File: src/rtl/arranque_pkg.sv
// Shared types and level codes for the motor soft-start scheduler.
// Pure definitions: no logic, no latency, no flow control.
package arranque_pkg;

  typedef enum logic [1:0] {
    IDLE = 2'd0,
    R30  = 2'd1,
    R50  = 2'd2
  } estado_sched_t;

  localparam logic [1:0] NIVEL_OFF = 2'b00;
  localparam logic [1:0] NIVEL_30  = 2'b01;
  localparam logic [1:0] NIVEL_50  = 2'b10;
  localparam logic [1:0] NIVEL_100 = 2'b11;

endpackage

File: src/rtl/rr_arbiter.sv
// Round-robin pick of the first pending motor at or after ptr.
// Combinational, zero latency; no backpressure (valid low when nothing pending).
module rr_arbiter #(
  parameter int N = 4
) (
  input  logic [N-1:0]         pending,
  input  logic [$clog2(N)-1:0] ptr,
  output logic                 valid,
  output logic [$clog2(N)-1:0] idx
);

  localparam int IDX_W = $clog2(N);
  localparam int SW    = IDX_W + 1;

  logic [SW-1:0]    sum;
  logic [IDX_W-1:0] j;

  // Walk from the farthest offset down so the nearest pending motor wins.
  always_comb begin
    valid = 1'b0;
    idx   = '0;
    sum   = '0;
    j     = '0;
    for (int k = N - 1; k >= 0; k--) begin
      sum = {1'b0, ptr} + SW'(k);
      if (sum >= SW'(N)) sum = sum - SW'(N);
      j = sum[IDX_W-1:0];
      if (pending[j]) begin
        valid = 1'b1;
        idx   = j;
      end
    end
  end

endmodule

File: src/rtl/motor_arranque_scheduler.sv
// Grants one motor at a time a 30%/50%/100% soft-start ramp, round-robin.
// Grant one edge after req is seen in IDLE; requests simply wait while a ramp runs.
module motor_arranque_scheduler
  import arranque_pkg::*;
#(
  parameter int N_MOTORES = 4,
  parameter int CNT_W     = 16,
  parameter int DWELL_30  = 1000,
  parameter int DWELL_50  = 1000
) (
  input  logic                         clk,
  input  logic                         reset_n,
  input  logic [N_MOTORES-1:0]         req,
  input  logic [N_MOTORES-1:0]         rapido,
  output logic [2*N_MOTORES-1:0]       nivel,
  output logic                         busy,
  output logic [$clog2(N_MOTORES)-1:0] grant_idx,
  output logic                         done
);

  localparam int IDX_W = $clog2(N_MOTORES);
  localparam logic [CNT_W-1:0] LOAD_30 = CNT_W'(DWELL_30 - 1);
  localparam logic [CNT_W-1:0] LOAD_50 = CNT_W'(DWELL_50 - 1);

  estado_sched_t                 state, state_n;
  logic [CNT_W-1:0]              cnt, cnt_n;
  logic [IDX_W-1:0]              grant_q, grant_n;
  logic [IDX_W-1:0]              rr_ptr, rr_n;
  logic [N_MOTORES-1:0]          running, running_n;
  logic [N_MOTORES-1:0][1:0]     nivel_q, nivel_n;
  logic                          done_q, done_n;

  logic [N_MOTORES-1:0]          ramp_mask;
  logic [N_MOTORES-1:0]          pending;
  logic                          arb_valid;
  logic [IDX_W-1:0]              arb_idx;

  assign ramp_mask = (state != IDLE) ? (N_MOTORES'(1) << grant_q) : '0;
  assign pending   = req & ~running & ~ramp_mask;

  rr_arbiter #(.N(N_MOTORES)) u_rr_arbiter (
    .pending (pending),
    .ptr     (rr_ptr),
    .valid   (arb_valid),
    .idx     (arb_idx)
  );

  always_comb begin
    state_n   = state;
    cnt_n     = cnt;
    grant_n   = grant_q;
    rr_n      = rr_ptr;
    running_n = running;
    nivel_n   = nivel_q;
    done_n    = 1'b0;

    // Running motors drop out whenever their request goes away.
    for (int i = 0; i < N_MOTORES; i++) begin
      if (running[i] && !req[i]) begin
        running_n[i] = 1'b0;
        nivel_n[i]   = NIVEL_OFF;
      end
    end

    case (state)
      IDLE: begin
        if (arb_valid) begin
          grant_n = arb_idx;
          rr_n    = (arb_idx == IDX_W'(N_MOTORES - 1)) ? '0 : arb_idx + IDX_W'(1);
          if (rapido[arb_idx]) begin
            state_n          = R50;
            cnt_n            = LOAD_50;
            nivel_n[arb_idx] = NIVEL_50;
          end else begin
            state_n          = R30;
            cnt_n            = LOAD_30;
            nivel_n[arb_idx] = NIVEL_30;
          end
        end
      end
      R30: begin
        // Abort takes priority over dwell expiry.
        if (!req[grant_q]) begin
          state_n          = IDLE;
          nivel_n[grant_q] = NIVEL_OFF;
        end else if (cnt == '0) begin
          state_n          = R50;
          cnt_n            = LOAD_50;
          nivel_n[grant_q] = NIVEL_50;
        end else begin
          cnt_n = cnt - CNT_W'(1);
        end
      end
      R50: begin
        if (!req[grant_q]) begin
          state_n          = IDLE;
          nivel_n[grant_q] = NIVEL_OFF;
        end else if (cnt == '0) begin
          state_n            = IDLE;
          running_n[grant_q] = 1'b1;
          nivel_n[grant_q]   = NIVEL_100;
          done_n             = 1'b1;
        end else begin
          cnt_n = cnt - CNT_W'(1);
        end
      end
      default: state_n = IDLE;
    endcase
  end

  always_ff @(posedge clk or negedge reset_n) begin
    if (!reset_n) begin
      state   <= IDLE;
      cnt     <= '0;
      grant_q <= '0;
      rr_ptr  <= '0;
      running <= '0;
      nivel_q <= '0;
      done_q  <= 1'b0;
    end else begin
      state   <= state_n;
      cnt     <= cnt_n;
      grant_q <= grant_n;
      rr_ptr  <= rr_n;
      running <= running_n;
      nivel_q <= nivel_n;
      done_q  <= done_n;
    end
  end

  assign nivel     = nivel_q;
  assign busy      = (state != IDLE);
  assign grant_idx = grant_q;
  assign done      = done_q;

endmodule

File: config.mk
export PLATFORM = sky130hd
export DESIGN_NAME = motor_arranque_scheduler
export DESIGN_NICKNAME = d
export VERILOG_FILES = /design/src/rtl/arranque_pkg.sv /design/src/rtl/rr_arbiter.sv /design/src/rtl/motor_arranque_scheduler.sv
export SDC_FILE = /design/constraint.sdc
export NUM_CORES = 1
export LEC_CHECK = 0
export ABC_AREA = 1
export BUFFER_PORTS_ARGS = -buffer_cell sky130_fd_sc_hd__buf_2
export CORE_MARGIN = 2
export CORE_UTILIZATION = 55
export DETAILED_ROUTE_END_ITERATION = 8
export GPL_ROUTABILITY_DRIVEN = 0
export GPL_TIMING_DRIVEN = 1
export PLACE_DENSITY = 0.77
export SLEW_MARGIN = 25
export SYNTH_ARGS = -nofsm -noshare
export SYNTH_HDL_FRONTEND = slang
export SYNTH_SLANG_ARGS = --single-unit
File: constraint.sdc
create_clock -name clk -period 2.3 [get_ports clk]
set_input_delay 0.69 -clock clk [delete_from_list [all_inputs] [get_ports clk]]
set_output_delay 0.69 -clock clk [all_outputs]
set_load 0.02 [all_outputs]
==> results.md, run 1 <==
* Power Dens Cells at 1630 nW/um^2
* CP Capture Type: flop
* Ant diodes at 0
* Hold crit path type: input port to asynchronous set/reset pin
* Avg Cell Area, Syn at 6.73 um^2
* Setup TNS at 0 ns
* Top cells by area, synth: dfrtp_1 (32%), nand2_1 (15%), inv_1 (6.8%), nand3_1 (5.8%), ha_1 (5.0%)
* Sequential-to-total area share from yosys stat at 31.9%
* CP Max Fanout at 4
* First-pass GRT wire length at 11.8 mm
* Synth cell count leaders: nand2_1 (113), inv_1 (50), dfrtp_1 (35)
* # fillers at 370
* Fraction of the cycle the final worst path needs at 95.9%
* Dominant cell by count in the synthesized netlist: nand2_1
* Post-Layout Inst Area at 3510 um^2
* Area growth syn-to-layout at 28.0%
* Worst Setup SP: state[1]
* Vias per cell at 5.67
* Status: complete, no violations
* VDD IR max at 0.838 mV
* Routed via count at 3019
* Syn nets at 429
* Worst-path clk slew at 0.08 ns
* Remaining Overflow, GRT at 0
* GRT Resource Usage Total at 27.6%
* First-pass detailed-route iteration total at 6
* Largest net degree at the start of global routing at 36
* Starting Density at 57.7%
* CP required at 2.50 ns
* FF-to-FF path depth at 20
* Fin. max-slew vios at 0
* Post-DP HPWL at 5.37 mm
* Layout cells sized above 1 at 30.8%
* CTS sink cnt at 35
* Arrival time of the worst setup path at 2.40 ns
* Mapped cell area at 2750 um^2
* Top cell type's share of synthesized area at 31.9%
* Die Area at 5570 um^2
* Root Buffer: clkbuf_8
* Max Fclk at 0.454 GHz
* Input/output buffers at 21
* Synth warn at 0
* IO Count at 22
* Worst-Margin Slew at 0.480 ns
* Main synth FF type: dfrtp_1
* Pleak at 1.79 nW
* RSZ-0062 raised after global routing: true
* WL final at 7.61 mm
* FP Rows at 25
* Die width at 74.7 um
* Final hold violation count at 0
* Cts hold-fix bufs at 0
* Longest Clk Path Bufs at 2
* Skew final at 0.0119 ns
* Final setup violating endpoints at 0
* Post-route ant nets at 0
* Antenna violations before repair at 0
* DRT iter0 DRCs at 227
* Worst R2R Start: state[1]
* Drt drc at 0
* Worst-Skew Late Latency at 0.30 ns
* Vias in the first global route at 2665
* Final net count at 485
* Final core utilization at 73.9%
* Startpoint Class: flop
* H-tree depth at 2
* Core area at 4750 um^2
* Placed cell area at 3130 um^2
* TritonCTS buffer count at 5
* Tmin final at 2.21 ns
* Async SR Flop Fraction at 100%
* TritonCTS clock tree: yes
* Post-synth EDFFs at 0
* # Max-Cap Violations at 0
* Synth unique cells at 36
* Cell count after synthesis at 408
* Die Ht at 74.7 um
* Worst slew margin at 68.0%
* Post-synth top area cell: dfrtp_1
* Per-cell routed wire length at 14.3 um
* Post-synthesis register bit count at 35
* Crit Path Class: flop to flop
[layout by cell type, fill, tap and decap left out, types with 2 or more instances in the layout]
| master | instances |
|---|---|
| a31oi_1 | 4 |
| o22ai_1 | 4 |
| o21bai_1 | 3 |
| o211ai_1 | 2 |
| nor4_1 | 3 |
| nand2_1 | 93 |
| nor3_1 | 3 |
| nand4_1 | 4 |
| nand3_2 | 16 |
| nand2_4 | 5 |
| nor2_2 | 4 |
| nor2_1 | 29 |
| dfrtp_1 | 34 |
| o21ai_0 | 24 |
| buf_2 | 21 |
| inv_2 | 14 |
| buf_4 | 32 |
| a22oi_2 | 2 |
| o21ai_1 | 15 |
| clkbuf_8 | 5 |
| a21oi_1 | 17 |
| a21oi_2 | 3 |
| nand2_2 | 22 |
| ha_1 | 7 |
| ha_4 | 2 |
| inv_1 | 42 |
| nand3_4 | 3 |
| nand3b_1 | 8 |
| ha_2 | 2 |
| xor2_1 | 10 |
| nand3_1 | 16 |
[critical path, cell delays in order, from the launching register on]
cell     delay [ns]
dfrtp_1        0.39
inv_2          0.12
ha_4           0.15
inv_2          0.04
nand3_2        0.09
nand3_2        0.08
nand2_2        0.13
nand2_1        0.07
nand2_1        0.07
nand2_2        0.08
nand2_2        0.09
nand2_4        0.06
nand2_4        0.10
ha_2           0.20
nand2_4        0.07
inv_2          0.06
nand3_2        0.08
nand2_2        0.08
nand2_1        0.04
nand2_1        0.05
nand2_1        0.05
[per-stage QoR]
step / total power [mW] / hold WS, ns / cells / setup slack, ns
2_1_floorplan: 3.34 / 0.394 / 408 / 0.0350
3_3_place_gp: 4.36 / 0.518 / 519 / -0.222
5_1_grt: 6.23 / 0.472 / 532 / -0.0883
4_1_cts: 5.04 / 0.442 / 527 / 0.000804
6_report: 5.74 / 0.431 / 532 / 0.0950
3_5_place_dp: 4.45 / 0.530 / 519 / -0.236
[report_power, final]
part	internal (mW)	switching [mW]
Clock	0.323	0.253
Combinational	1.60	2.52
Sequential	0.832	0.209
Total	2.76	2.98
[layout make-up]
| class | instances | area [um^2] | area share [%] |
|---|---|---|---|
| Multi-Input combinational cell | 310 | 1850 | 52.6 |
| Sequential cell | 35 | 877 | 25.0 |
| Timing Repair Buffer | 55 | 377 | 10.7 |
| Inverter | 57 | 216 | 6.16 |
| Tap cell | 67 | 83.8 | 2.39 |
| Clock buffer | 5 | 68.8 | 1.96 |
| Clock inverter | 3 | 43.8 | 1.25 |
[worst paths after layout]
check / endpoint / slack, ns
worst min register to register: cnt[13] / 0.56
worst max register to register: nivel[2] / 0.09
worst min-delay path: rr_ptr[1] / 0.43
worst max-delay path: nivel[2] / 0.09
max in group asynchronous: rr_ptr[0] / 1.52
min in group clk: cnt[13] / 0.56
[flip-flops by register name, summed over array words and instances (netlist names)]
| register | count |
|---|---|
| cnt | 16 |
| done | 1 |
| grant_idx | 2 |
| nivel | 8 |
| rr_ptr | 2 |
| running | 4 |
| state | 2 |
[cell families after synthesis]
kind of cell             count (synthesis)  synth area share [%]
adder cells (fa/ha/maj)                 11                  5.01
AND/OR/NAND/NOR                        210                  34.5
flip-flops                              35                  31.9
buffers and inverters                   63                  9.07
AO/OA/AOI/OAI                           78                  16.0
XOR/XNOR                                11                  3.51
[routing by layer]
layer  global-route usage [%]  share of wire, %  up-vias
met3                     4.55               4.7       20
met1                     34.0                42     1454
met4                     8.93               2.3        0
met5                        0                 0        -
li1                         -                 -     1447
met2                     49.2                51       98
[what timing repair did]
item | 4_1_cts | 5_1_grt
buffers inserted | 0 | 5
setup endpoints to repair | 0 | 29
gates resized for setup | 0 | 66
Note: power is estimated with default switching activity, not from simulation.
==> run 2, diff against run 1 <==
--- a/config.mk
+++ b/config.mk
@@ -7,11 +7,11 @@
 export LEC_CHECK = 0
 export ABC_AREA = 1
-export BUFFER_PORTS_ARGS = -buffer_cell sky130_fd_sc_hd__buf_2
 export CORE_MARGIN = 2
-export CORE_UTILIZATION = 55
+export CORE_UTILIZATION = 58
 export DETAILED_ROUTE_END_ITERATION = 8
+export DONT_BUFFER_PORTS = 1
 export GPL_ROUTABILITY_DRIVEN = 0
 export GPL_TIMING_DRIVEN = 1
-export PLACE_DENSITY = 0.77
+export PLACE_DENSITY = 0.76
 export SLEW_MARGIN = 25
 export SYNTH_ARGS = -nofsm -noshare
==> constraint.sdc (replaced) <==
create_clock -name clk -period 2.3 [get_ports clk]
set_input_delay 0.69 -clock clk [delete_from_list [all_inputs] [get_ports clk]]
set_output_delay 0.69 -clock clk [all_outputs]
set_load 0.005 [all_outputs]
==> run 2 against run 1 <==
  * Total power shrank 7.8%
  * Register-to-register slack lost 0.05 ns
  * Non-clock buffer count shrank 26
  * Setup slack lost 0.048 ns
  * First-iteration DRC count shrank 10%
  * Die area shrank 4.9%
  * Clock skew shrank 0.0054 ns
  * Cell area shrank 6.2%
  * Sequential share of layout area grew 1.7 points
  * Critical endpoint is now nivel[0]
==> results.md, run 2 (synthesis results as in run 1) <==
* Ant diodes at 0 (unchanged)
* CP Max Fanout at 4 (unchanged)
* H-tree depth at 2 (unchanged)
* Commonest cells after routing, fill and taps aside: nand2_1 (100), inv_1 (45), dfrtp_1 (32) (was nand2_1 (93), inv_1 (42), dfrtp_1 (34))
* Post-DP HPWL at 5.22 mm (was 5.37 mm)
* CP max stage cell: dfrtp_1 (unchanged)
* Fin. max-slew vios at 0 (unchanged)
* Setup WS post-layout at 0.0469 ns (was 0.0950 ns)
* CP top delay family: simple AND/OR/NAND/NOR gates (unchanged)
* Largest reg by FF count: cnt (unchanged)
* First-pass detailed-route iteration total at 4 (was 6)
* R2R Setup Slk at 0.05 ns (was 0.09 ns)
* FF-to-FF path depth at 21 (was 20)
* IO Count at 22 (unchanged)
* Root Buffer: clkbuf_8 (unchanged)
* CTS sink cnt at 35 (unchanged)
* Reg2reg end: nivel[0] (was nivel[2])
* Crit Path Class: flop to flop (unchanged)
* Post-place setup slack at -0.149 ns (was -0.236 ns)
* Worst R2R Start: state[1] (unchanged)
* Skew final at 0.00651 ns (was 0.0119 ns)
* Final setup violating endpoints at 0 (unchanged)
* Antenna violations before repair at 0 (unchanged)
* Remaining Overflow, GRT at 0 (unchanged)
* Status: complete, no violations (unchanged)
* DRT iter0 DRCs at 204 (was 227)
* Worst-Margin Slew at 0.464 ns (was 0.480 ns)
* CP required at 2.52 ns (was 2.50 ns)
* Drt drc at 0 (unchanged)
* Input/output buffers at 0 (was 21)
* Max Fclk at 0.444 GHz (was 0.454 GHz)
* Pleak at 1.65 nW (was 1.79 nW)
* Commonest non-fill, non-tap cell in the layout: nand2_1 (unchanged)
* Crit-path max cell delay at 0.39 ns (about the same)
* Setup TNS at 0 ns (unchanged)
* Starting Density at 59.3% (was 57.7%)
* Largest net degree at the start of global routing at 36 (unchanged)
* Core area at 4630 um^2 (was 4750 um^2)
* Worst-Skew Late Latency at 0.29 ns (was 0.30 ns)
* Area growth syn-to-layout at 20.0% (was 28.0%)
* TritonCTS buffer count at 5 (unchanged)
* Worst slew margin at 69.1% (was 68.0%)
* Number of flip-flops in the largest register at 16 (unchanged)
* FP Rows at 25 (unchanged)
* Layout cells sized above 1 at 23.2% (was 30.8%)
* Tmin final at 2.25 ns (was 2.21 ns)
* Die Ht at 72.8 um (was 74.7 um)
* Worst path cell trace: inv_2, ha_4, inv_2, nand3_2, nand3_2, nand2_2, nand2_1, nand2_1, inv_1, nand2_2, nand2_2, nand2_4, nand2_4, inv_2, ha_1, nand2_2, inv_1, nand3_1, nand2_1, nand2_1, a21oi_1 (was inv_2, ha_4, inv_2, nand3_2, nand3_2, nand2_2, nand2_1, nand2_1, nand2_2, nand2_2, nand2_4, nand2_4, ha_2, nand2_4, inv_2, nand3_2, nand2_2, nand2_1, nand2_1, nand2_1)
* Longest Clk Path Bufs at 2 (unchanged)
* Arrival time of the worst setup path at 2.47 ns (was 2.40 ns)
* Hold crit path type: input port to asynchronous set/reset pin (unchanged)
* GRT Resource Usage Total at 28.6% (was 27.6%)
* Vias in the first global route at 2741 (was 2665)
* Fraction of the cycle the final worst path needs at 98.0% (was 95.9%)
* Per-cell routed wire length at 14.9 um (was 14.3 um)
* Post-route ant nets at 0 (unchanged)
* Startpoint Class: flop (unchanged)
* Die Area at 5300 um^2 (was 5570 um^2)
* # fillers at 363 (was 370)
* CP Capture Type: flop (unchanged)
* Worst path bufs/invs at 5 (was 3)
* Worst-path clk slew at 0.08 ns (about the same)
* VDD IR max at 0.810 mV (was 0.838 mV)
* Power Dens Cells at 1610 nW/um^2 (was 1630 nW/um^2)
* Vias per cell at 5.74 (was 5.67)
* Routed via count at 2831 (was 3019)
* First-pass GRT wire length at 11.9 mm (was 11.8 mm)
* Die width at 72.8 um (was 74.7 um)
* RSZ-0062 raised after global routing: true (unchanged)
* TritonCTS clock tree: yes (unchanged)
* Final hold violation count at 0 (unchanged)
* WL final at 7.36 mm (was 7.61 mm)
* Cts hold-fix bufs at 0 (unchanged)
* # Max-Cap Violations at 0 (unchanged)
* Final net count at 459 (was 485)
## run 2: cell count changes in the layout (fill, tap and decap cells not counted), sizes merged
| cell | previous run | this run |
|---|---|---|
| buf | 55 | 29 |
| clkinv | 2 | 0 |
| clkbuf | 5 | 6 |
| bufinv | 1 | 2 |
## run 2: cell type report
type	instances	area [um^2]	share of cell area, %
Multi-Input combinational cell	310	1780	54.0
Clock buffer	6	72.6	2.20
Sequential cell	35	880	26.7
Inverter	57	216	6.57
Clock inverter	2	60.1	1.82
Tap cell	54	67.6	2.05
Timing Repair Buffer	29	218	6.61
## run 2: per-layer routing
metal	GRT usage (%)	wire [um]	up-vias
li1	-	-	1401
met1	35.6	3030	1309
met2	47.3	3640	93
met3	5.39	392	28
met4	14.4	286	0
met5	0	0	-
## run 2: worst max path at each step
| stage | from | to | slack, ns | cells after the start |
|---|---|---|---|---|
| 6_report | state[1] | nivel[0] | 0.05 | 21 |
| 3_5_place_dp | req[3] | nivel[5] | -0.15 | 17 |
| 3_3_place_gp | req[3] | nivel[5] | -0.11 | 15 |
| 4_1_cts | state[1] | nivel[5] | 0.00009 | 19 |
| 2_1_floorplan | state[0] | nivel[4] | 0.06 | 19 |
| 5_1_grt | state[0] | nivel[0] | -0.10 | 21 |
## run 2: per-stage QoR
stage / area, um^2 / utilization (%) / hold WS [ns] / power (mW) / std cells
2_1_floorplan: 2750 / - / 0.394 / 3.24 / 408
3_3_place_gp: 2970 / 64.1 / 0.395 / 4.07 / 481
3_5_place_dp: 2970 / 64.1 / 0.396 / 4.15 / 481
4_1_cts: 3100 / 67.0 / 0.0773 / 4.84 / 489
5_1_grt: 3290 / 71.2 / 0.0702 / 5.77 / 493
6_report: 3290 / 71.2 / 0.0857 / 5.29 / 493
## run 2: where the power goes
group | switching (mW) | leakage (nW) | internal, mW
logic | 2.20 | 1.14 | 1.36
clock network | 0.236 | 0.0654 | 0.433
registers | 0.230 | 0.443 | 0.837
## run 2: timing repair
item	in CTS	in global routing
setup buffers	0	4
endpoints found under the hold margin	0	0
resized for setup	2	44
pin swaps	1	15
endpoints found under the setup margin	4	17
